### src/rtl/cdb_arbiter.sv
// Common Data Bus arbiter: picks one requesting functional unit per cycle
// (round-robin or fixed priority) and registers its result and tag onto the bus.
module cdb_arbiter #(
    parameter int N_SRC    = 4,
    parameter int DATA_W   = 16,
    parameter int TAG_W    = 3,
    parameter int ARB_MODE = 0,
    localparam int ID_W    = (N_SRC > 1) ? $clog2(N_SRC) : 1
) (
    input  logic                    clock,
    input  logic                    reset,
    input  logic                    flush,
    input  logic [N_SRC-1:0]        req,
    input  logic [N_SRC*DATA_W-1:0] in_data,
    input  logic [N_SRC*TAG_W-1:0]  in_RS_Name,
    output logic [N_SRC-1:0]        grant,
    output logic [DATA_W-1:0]       out,
    output logic [TAG_W-1:0]        RS_Name,
    output logic [ID_W-1:0]         src_id,
    output logic                    writeCDB
);

    localparam logic [ID_W-1:0] LAST_IDX = ID_W'(N_SRC - 1);

    // Handshake: req[i] acts as valid and grant[i] as ready. A source holds
    // req, data and tag stable until it sees grant[i]=1 in the same cycle;
    // the transfer happens on that clock edge and the source may then drop
    // req or present its next result on the following cycle.

    logic [DATA_W-1:0] data_a [N_SRC];
    logic [TAG_W-1:0]  tag_a  [N_SRC];

    for (genvar i = 0; i < N_SRC; i++) begin : g_unpack
        assign data_a[i] = in_data[i*DATA_W +: DATA_W];
        assign tag_a[i]  = in_RS_Name[i*TAG_W +: TAG_W];
    end

    logic [ID_W-1:0] rr_ptr;
    logic [ID_W-1:0] start_idx;
    logic [ID_W-1:0] scan_idx;
    logic [ID_W-1:0] win_idx;
    logic [ID_W-1:0] next_ptr;
    logic            found;
    logic            grant_any;

    assign start_idx = (ARB_MODE == 1) ? '0 : rr_ptr;

    // Walk N_SRC positions from the start index, wrapping by compare so that
    // non-power-of-two source counts never index past the last source.
    always_comb begin
        found    = 1'b0;
        win_idx  = '0;
        scan_idx = start_idx;
        for (int k = 0; k < N_SRC; k++) begin
            if (!found && req[scan_idx]) begin
                found   = 1'b1;
                win_idx = scan_idx;
            end
            scan_idx = (scan_idx == LAST_IDX) ? '0 : scan_idx + ID_W'(1);
        end
    end

    assign grant_any = found && !reset && !flush;
    assign next_ptr  = (win_idx == LAST_IDX) ? '0 : win_idx + ID_W'(1);

    always_comb begin
        grant = '0;
        if (grant_any) begin
            grant[win_idx] = 1'b1;
        end
    end

    always_ff @(posedge clock) begin
        if (reset) begin
            writeCDB <= 1'b0;
            out      <= '0;
            RS_Name  <= '0;
            src_id   <= '0;
            rr_ptr   <= '0;
        end else if (grant_any) begin
            writeCDB <= 1'b1;
            out      <= data_a[win_idx];
            RS_Name  <= tag_a[win_idx];
            src_id   <= win_idx;
            if (ARB_MODE == 0) begin
                rr_ptr <= next_ptr;
            end
        end else begin
            // Idle or flushed: bus goes invalid, payload and pointer hold.
            writeCDB <= 1'b0;
        end
    end

endmodule

### config.mk
export PLATFORM = sky130hd
export DESIGN_NAME = cdb_arbiter
export DESIGN_NICKNAME = d
export VERILOG_FILES = /design/src/rtl/cdb_arbiter.sv
export SDC_FILE = /design/constraint.sdc
export NUM_CORES = 1
export LEC_CHECK = 0
export ABC_AREA = 1
export CAP_MARGIN = 40
export CORE_MARGIN = 2
export CORE_UTILIZATION = 30
export CTS_CLUSTER_DIAMETER = 60
export DETAILED_ROUTE_END_ITERATION = 12
export PLACE_DENSITY_LB_ADDON = 0.12
export SYNTH_ARGS = -nofsm -noshare
export SYNTH_HDL_FRONTEND = slang
export SYNTH_SLANG_ARGS = --single-unit
### constraint.sdc
create_clock -name clock -period 2.13 [get_ports clock]
set_input_delay 0.213 -clock clock [delete_from_list [all_inputs] [get_ports clock]]
set_output_delay 0.213 -clock clock [all_outputs]
set_load 0.05 [all_outputs]
; Yosys cells after proc, flatten, opt, wreduce, memory -nomap -nowiden
; Cells that the tools add are included.
[classes]
n_mux = 30
reduce_logical = 11
add_sub_neg = 4
bitwise_logic = 1
n_lt_le_gt_ge = 7
n_eq_ne = 4
[op_table]
columns = op, count
row1 = 16-bit binary-select mux with 2-bit select, 1
row2 = 16-bit two-way mux, 2
row3 = 2-bit two-way mux, 8
row4 = 2-bit by 3-bit less-than comparator with 1-bit output (second input constant), 5
row5 = 1-bit two-way mux, 10
row6 = 2-bit by 1-bit adder with 2-bit output (second input constant), 4
row7 = 1-bit binary-select mux with 2-bit select, 4
row8 = 2-bit == test (second input constant), 4
row9 = 3-bit binary-select mux with 2-bit select, 1
row10 = 1-bit logical AND, 6
row11 = 3-bit two-way mux, 2
row12 = 1-bit logical NOT, 5
row13 = 4-bit two-way mux, 1
row14 = 3-bit greater-or-equal comparator (second input constant), 1
row15 = 2-bit NOT with 3-bit output, 1
row16 = 1-bit demux with 2-bit select, 1
row17 = 2-bit by 1-bit greater-or-equal comparator with 1-bit output (second input constant), 1
[word_totals]
word_cells = 62
output_inout_bits = 26
reg_bits = 24
input_bits = 83

; Depth between registers and ports, before layout
; Gate-level depths: netlist of the first run.
[depth]
word_depth = 17
depth_mapped = 17
ltp_nobuf = 16

; Worst setup path after synthesis of the first run
; No wires, ideal clock.
[synth_path]
path_type = flip-flop to output port
from = register rr_ptr[0]
to = output port grant[1]
required_time_ns = 1.917
path_stages_with_launch = 14
arrival_ns = 2.429
path_buffers = 1
setup_slack_ns = -0.512
path_cell_list = dfxtp_1 > ha_1 > inv_1 > nand3_1 > nand2_1 > nand2_1 > nand3_1 > nor2_1 > nor2_1 > nand2_2 > inv_2 > buf_2 > nand2_1 > nor2_1
[synth_via]
elab_chain_len = 17
word_cells_on_any_way = 39
cone_classes = 3 x add/sub / 2 x order compare / 3 x eq/ne / 22 x mux / 9 x reduce/logical
[synth_rtl]
columns = element, line
row1 = "start, declared", 38  ; logic [ID_W-1:0] rr_ptr;
row2 = "start signal, assigned", 86  ; rr_ptr <= next_ptr;
row3 = branches (longest 16 deep; another with 2-bit by 3-bit less-than comparator with 1-bit output), --
row4 = 4-bit two-way mux *, 68  ; if (grant_any) begin
row5 = "end, declared", 16  ; output logic [N_SRC-1:0] grant,
; Every way passes the cells marked *. The select of a mux whose other input is x is not followed.

; Worst setup path in the final report of the first run
[layout_path]
from = register rr_ptr[0]
to = output port grant[2]
; Same word-level chain as after synthesis.

==> impl_metrics.toml, run 1 <==
[cells_and_area]
fillers = 572
layout.cells.non_filler = 503
synthToLayoutAreaGrowth_pct = 88.37
drive_above_1_share = 0.2033
antennaDiodeCount = 0
nNetsFinal = 513
final_core_util = 0.5820

[sta]
finalSetupTns_ns = -0.4726
fin_skew_ns = 0.01341
drv_slew = 0
hold_viol_final = 0
layout_setup_ws_ns = -0.1330
max_slew.worst_pin.slew_ns = 0.5235
layout_min_cycle_time_ns = 2.263
finalCritPeriodShare = 1.062
setup_violations = 4
grt_setup_unrepaired = "true"
clock.fmax_mhz = 441.9
timing.slew.headroom = 0.6499

[logic_synthesis]
synth_compound_area_frac = 0.01368
ys_seq_area_frac = 0.2627
synth_top_family_by_area = "simple AND/OR/NAND/NOR gates"
avgSynthCellArea_um2 = 6.037
ys_ff_latch = 24
async_reset_ff_frac = 0
synth_mux_area_frac = 0
synthFlopType = "dfxtp_1"
yosys.area_share.simple = 0.6060
syn_area_mm2 = 0.001829
synthXorXnorAreaFrac = 0.004788
synth.net_count = 387
synth_cell_type_count = 23
yosys_warnings = 0
netlist_instances = 303
yosys.area_share.adder = 0.006840
synth_edf_count = 0

[worst_setup_path]
crit_path_start_kind = "register"
critPathMaxFanout = 5
worst_setup_path_end_kind = "primary output"
critical_path_class = "register to primary output"
crit_required_ns = 1.92
crit_arrival_ns = 2.05

[die]
start_util = 0.3090
die_w_um = 82.09
design.die.area_mm2 = 0.006738
core-area_mm2 = 0.005921
fp-row-count = 28
io_pins = 109
die_y_um = 82.09

[routing]
drtIter0Drc = 131
drt_wl_total_um = 6633
antenna_left = 0
wl_per_cell_um = 13.19
drc_errors = 0
drtPass1Iterations = 5
vias = 2470
vias_per_cell = 4.911

[status]
status = "complete, but fails checks"
violations = "setup timing"

[clock_network]
cts_sinks = 24
clk-insertion-delay-late_ns = 0.27
cts_made_buffers = 3
cts.path.max_buffers = 2
htreeDepth = 1
root_buffer = "clkbuf_8"
path_clk_slew_ns = 0.10
cts_tree = "yes"

[place]
globalplace.congestion = 0.9390
post-place-ws_ns = -0.05714
hpwlAfterDp_um = 4852
post-place-cells = 486
io_buffers = 108

[min_path]
min_path_type = "register to register"

[grt]
grt_max_degree = 39
overflow = 0
grt_use_total = 0.1924
antenna_found_initial = 0
grt_pass1_wl_um = 10150
first_global_vias = 2335

[power_and_ir_drop]
power_density_mw_per_mm2 = 1461
ir_drop_mv = 0.7396
power.total_uw = 5036
leakagePower_uw = 0.001507

[run]
cap_violations = 0
==> power breakdown <==
part,switching [µW],internal (µW)
clock,156,251
sequential,106,662
combinational,2310,1550
==> worst paths after layout <==
kind	start	slack [ns]	end	cells past startpoint
setup / recovery	rr_ptr[0]	-0.13	grant[2]	12
hold / removal	out[13]	0.47	out[13]	2
setup reg to reg	rr_ptr[0]	0.10	out[5]	14
hold reg to reg	out[13]	0.47	out[13]	2
==> cells in the final DEF, fill, tap and decap left out <==
| master | synthesis | final |
|---|---|---|
| buf_4 | 1 | 25 |
| nand3_4 | 0 | 1 |
| nor2_4 | 2 | 6 |
| a21oi_1 | 4 | 3 |
| o21ai_0 | 1 | 1 |
| dfxtp_1 | 24 | 22 |
| nor2_2 | 1 | 1 |
| nand3b_1 | 1 | 1 |
| nand4_1 | 2 | 2 |
| a21oi_2 | 0 | 1 |
| inv_4 | 0 | 1 |
| nand3_2 | 3 | 9 |
| dfxtp_2 | 0 | 2 |
| nand4_4 | 0 | 1 |
| nor2_1 | 7 | 3 |
| xor2_1 | 1 | 1 |
| nand2_2 | 3 | 12 |
| bufinv_16 | 0 | 1 |
| clkdlybuf4s50_1 | 0 | 104 |
| inv_6 | 0 | 1 |
| nand2_4 | 1 | 2 |
| buf_8 | 0 | 1 |
| buf_12 | 0 | 7 |
| clkbuf_8 | 0 | 3 |
| nand3_1 | 126 | 119 |
| ha_4 | 0 | 1 |
| inv_1 | 9 | 7 |
| inv_2 | 6 | 6 |
| nand2_1 | 88 | 78 |
| buf_6 | 5 | 6 |
==> sequential cells by signal, summed over array words and instances (netlist names) <==
register / count
RS_Name: 3
out: 16
rr_ptr: 2
src_id: 2
writeCDB: 1
==> metrics by stage <==
step           hold WS (ns)  cell area, µm²
2_1_floorplan        0.2747            1876
5_1_grt              0.4883            3446
6_report             0.4703            3446
3_5_place_dp         0.4609            3153
4_1_cts              0.4758            3341
3_3_place_gp         0.4547            3153
==> logic make-up after synthesis <==
family                   Yosys count
AND/OR/NAND/NOR                  235
XOR/XNOR                           1
buffers and inverters             37
flip-flops                        24
AO/OA/AOI/OAI                      5
adder cells (fa/ha/maj)            1
==> worst max-delay path, cell delays in order, from the launching register on <==
cell     delay [ns]
dfxtp_2        0.35
ha_4           0.17
nor2_4         0.17
buf_6          0.14
nand3_1        0.07
nand2_2        0.10
nand3_2        0.08
nor2_1         0.12
nor2_1         0.07
nand2_2        0.13
nand2_1        0.12
nor2_4         0.12
buf_12         0.14
==> synthesized netlist by cell type (all sizes together), types with 3 or more instances <==
library cell / n / area, µm²
inv: 15 / 56.30
clkbuf: 3 / 11.26
nor2: 10 / 55.06
buf: 19 / 126.4
a21oi: 4 / 20.02
nand3: 129 / 660.6
nand2: 92 / 360.3
dfxtp: 24 / 480.5
nand4: 3 / 25.02
==> routing by layer <==
| metal | GRT usage | wire, µm |
|---|---|---|
| met5 | 0 | 0 |
| met4 | 0.02167 | 27 |
| met3 | 0.06374 | 641 |
| met2 | 0.3455 | 3041 |
| met1 | 0.2286 | 2922 |
==> final cells by class <==
| class | instances | area [µm²] | share of cell area |
|---|---|---|---|
| tap | 75 | 93.84 | 0.02723 |
| clock buffer | 3 | 41.29 | 0.01198 |
| timing repair buffer | 143 | 1451 | 0.4212 |
| multi-input combinational | 242 | 1282 | 0.3722 |
| sequential | 24 | 483.0 | 0.1402 |
| inverter | 15 | 63.81 | 0.01852 |
| clock inverter | 1 | 30.03 | 0.008715 |
==> what timing repair did <==
action                                  4_1_cts  5_1_grt
endpoints found under the hold margin         0        0
setup buffers                                10        5
hold buffers                                  0        0
pin swaps                                     7       19
gates resized for setup                      10       24
endpoints found under the setup margin        4       24
Note: power is estimated with default switching activity, not from simulation.
==> inputs of run 2 (changes only) <==
- ABC_AREA: 1 -> unset
==> run 2 against run 1 <==
- the flow still finishes with violations (setup timing)
- power fell by 5.5%
- die area increased by 28%
- sequential share of layout area shrank 3.6 points
- synthesized cell count is 9.6% lower
==> impl_metrics.toml, run 2 <==
[sta]
fin_skew_ns = 0.01016
drv_slew = 0
layout_min_cycle_time_ns = 2.639
grt_setup_unrepaired = "true"
timing.slew.headroom = 0.6303
max_slew.worst_pin.slew_ns = 0.5406
layout_setup_ws_ns = -0.5086
clock.fmax_mhz = 379.0
finalCritPeriodShare = 1.239
setup_violations = 26
hold_viol_final = 0

[cells_and_area]
drive_above_1_share = 0.4083
register_area_um2 = 485.5
largest_reg_flops = 16
fillers = 669
top_regs = "out x16, RS_Name x3"
layout.cells.non_filler = 538
regMostFlops = "out"
fin_area_mm2 = 0.004662
layout_common_cells = "102 x clkdlybuf4s50_1, 64 x buf_4, 39 x inv_1"
multi_input_area_mm2 = 0.001788
antennaDiodeCount = 0
nNetsFinal = 521
layout_commonest_cell = "clkdlybuf4s50_1"
synthToLayoutAreaGrowth_pct = 96.73

[logic_synthesis]
synth_edf_count = 0
synth.area.top_cells = "dfxtp_1 20%, a221oi_2 15%, a2111oi_0 13%"
yosys_warnings = 0
netlist_instances = 274
ys_seq_area_frac = 0.2027
synth_largest_area_cell = "dfxtp_1"
ys_ff_latch = 24
synthFlopType = "dfxtp_1"
syn_area_mm2 = 0.002370
synth_cell_type_count = 38
synth.net_count = 358
synth_top_area_frac = 0.2027
avgSynthCellArea_um2 = 8.649
ys_top_cells_by_count = "40 x inv_1, 36 x a2111oi_0, 24 x dfxtp_1, 23 x a21oi_1, 23 x a221oi_2"
async_reset_ff_frac = 0
post-synth-top-count-cell = "inv_1"

[worst_setup_path]
crit_path_start_kind = "register"
reg2reg_to = "out[5]"
worst_setup_path_end_kind = "primary output"
reg2reg_from = "rr_ptr[0]"
r2r_setup_slack_ns = -0.41
crit_required_ns = 1.92
crit_arrival_ns = 2.43
critPathMaxFanout = 5
r2r_cells = 10
critical_path_class = "register to primary output"

[run]
cap_violations = 0

[die]
io_pins = 109
die_y_um = 92.88
fp-row-count = 32
design.die.area_mm2 = 0.008626
die_w_um = 92.88
core-area_mm2 = 0.007687
start_util = 0.3083

[clock_network]
cts_sinks = 24
cts_tree = "yes"
path_clk_slew_ns = 0.09
cts_hold_buf = 0
cts_made_buffers = 3
htreeDepth = 1
cts.path.max_buffers = 2
clk-insertion-delay-late_ns = 0.28
root_buffer = "clkbuf_8"

[routing]
vias_per_cell = 5.413
drtIter0Drc = 129
vias = 2912
drtPass1Iterations = 4
wl_per_cell_um = 17.61
drt_wl_total_um = 9473
dr_wl_met3_um = 471
antenna_left = 0
wl_met1_um = 4209
top_layer = "met4"
drc_errors = 0
wl_met2_um = 4700

[grt]
antenna_found_initial = 0
overflow = 0
grt_max_degree = 28
first_global_vias = 2896
grt_use_total = 0.2148
grt_pass1_wl_um = 14790

[place]
place_area_mm2 = 0.004108
hpwlAfterDp_um = 6450
globalplace.congestion = 0.8902
post-place-ws_ns = -0.5273
io_buffers = 108
post-place-cells = 508

[status]
violations = "setup timing"
status = "complete, but fails checks"

[power_and_ir_drop]
pwr-share-comb = 0.794
sw_frac_of_total = 0.4424
ir_drop_mv = 0.5768
leakagePower_uw = 0.001830
p_sw_uw = 2106
internal-power_uw = 2655
p_seq_frac = 0.135
clockPowerShare = 0.071
power_density_mw_per_mm2 = 1021

[min_path]
holdPathStages = 2
worstHoldEndpoint = "src_id[0]"
min_path_type = "register to register"
worstHoldStart = "src_id[0]"
-- run 2: changes by cell type after synthesis, sizes merged, moves of 5 or more --
cell / delta
nand2: -84
a21oi: +19
inv: +26
a211oi: +21
nor2: -7
a221oi: +38
buf: +5
nand2b: +5
nand3: -124
clkbuf: +11
a2111oi: +38
-- run 2: metal layers --
layer	vias up	global-route usage
li1	1419	-
met1	1391	0.2965
met2	94	0.3545
met3	8	0.03336
met4	0	0.04412
met5	-	0
-- run 2: power groups by stage --
stage | Sequential [µW] | Clock [µW] | Combinational (µW)
4_1_cts | 639 | 338 | 3640
5_1_grt | 655 | 362 | 4000
3_3_place_gp | 653 | 0 | 2860
3_5_place_dp | 647 | 0 | 2890
2_1_floorplan | 992 | 0 | 1570
6_report | 642 | 338 | 3780
-- run 2: metrics by stage --
step | total power [µW] | hold WS (ns) | utilization | TNS (ns)
6_report | 4760 | 0.4616 | 0.6064 | -9.704
5_1_grt | 5018 | 0.4942 | 0.6064 | -12.34
4_1_cts | 4616 | 0.4684 | 0.5908 | -9.876
3_5_place_dp | 3537 | 0.4560 | 0.5343 | -12.85
3_3_place_gp | 3508 | 0.4424 | 0.5343 | -10.94
2_1_floorplan | 2563 | 0.2821 | - | -2.984
-- run 2: cell families (layout without fill, tap and decap cells) --
group | count (synthesis) | in the layout | synth area share
and+or+nand+nor | 31 | 31 | 0.07867
AOI/OAI and AO/OA | 130 | 130 | 0.4989
adders and majority gates | 1 | 1 | 0.005279
muxes | 8 | 8 | 0.05121
buffers and inverters | 79 | 241 | 0.1563
xor gates and xnor gates | 1 | 1 | 0.006866
DFF | 24 | 24 | 0.2027
-- run 2: repair_timing --
item                                    4_1_cts  5_1_grt
endpoints found under the setup margin       27       27
gates cloned                                  4        1
buffers inserted                             16        6
gates resized for setup                      36       11
pin swaps                                    22       19
-- run 2: area by class of cell --
| cell class | instances | share of cell area |
|---|---|---|
| inverters | 41 | 0.03408 |
| well taps | 102 | 0.02738 |
| repair buffers | 196 | 0.4391 |
| clock buffers | 4 | 0.01181 |
| multi-input cells | 171 | 0.3835 |
| flip-flops and latches | 24 | 0.1041 |
-- run 2: worst max-delay path by stage --
stage                     cells after the start  slack, ns      start   endpoint
after floorplan                               7      -0.27  rr_ptr[0]   grant[0]
after global placement                        8      -0.46     req[0]    out[13]
after detailed placement                      8      -0.53     req[0]  rr_ptr[1]
after CTS                                     9      -0.47  rr_ptr[0]   grant[3]
after global routing                         10      -0.59     req[2]   grant[2]
final                                         9      -0.51  rr_ptr[0]   grant[2]
-- run 2: critical path: stages, from the launching register on --
cell and delay (ns):
dfxtp_4 0.38, ha_4 0.18, or2_4 0.28, xnor2_4 0.14, mux2i_2 0.17, a311o_2 0.45, inv_4 0.10, nand4_1 0.19
inv_4 0.11, buf_12 0.13
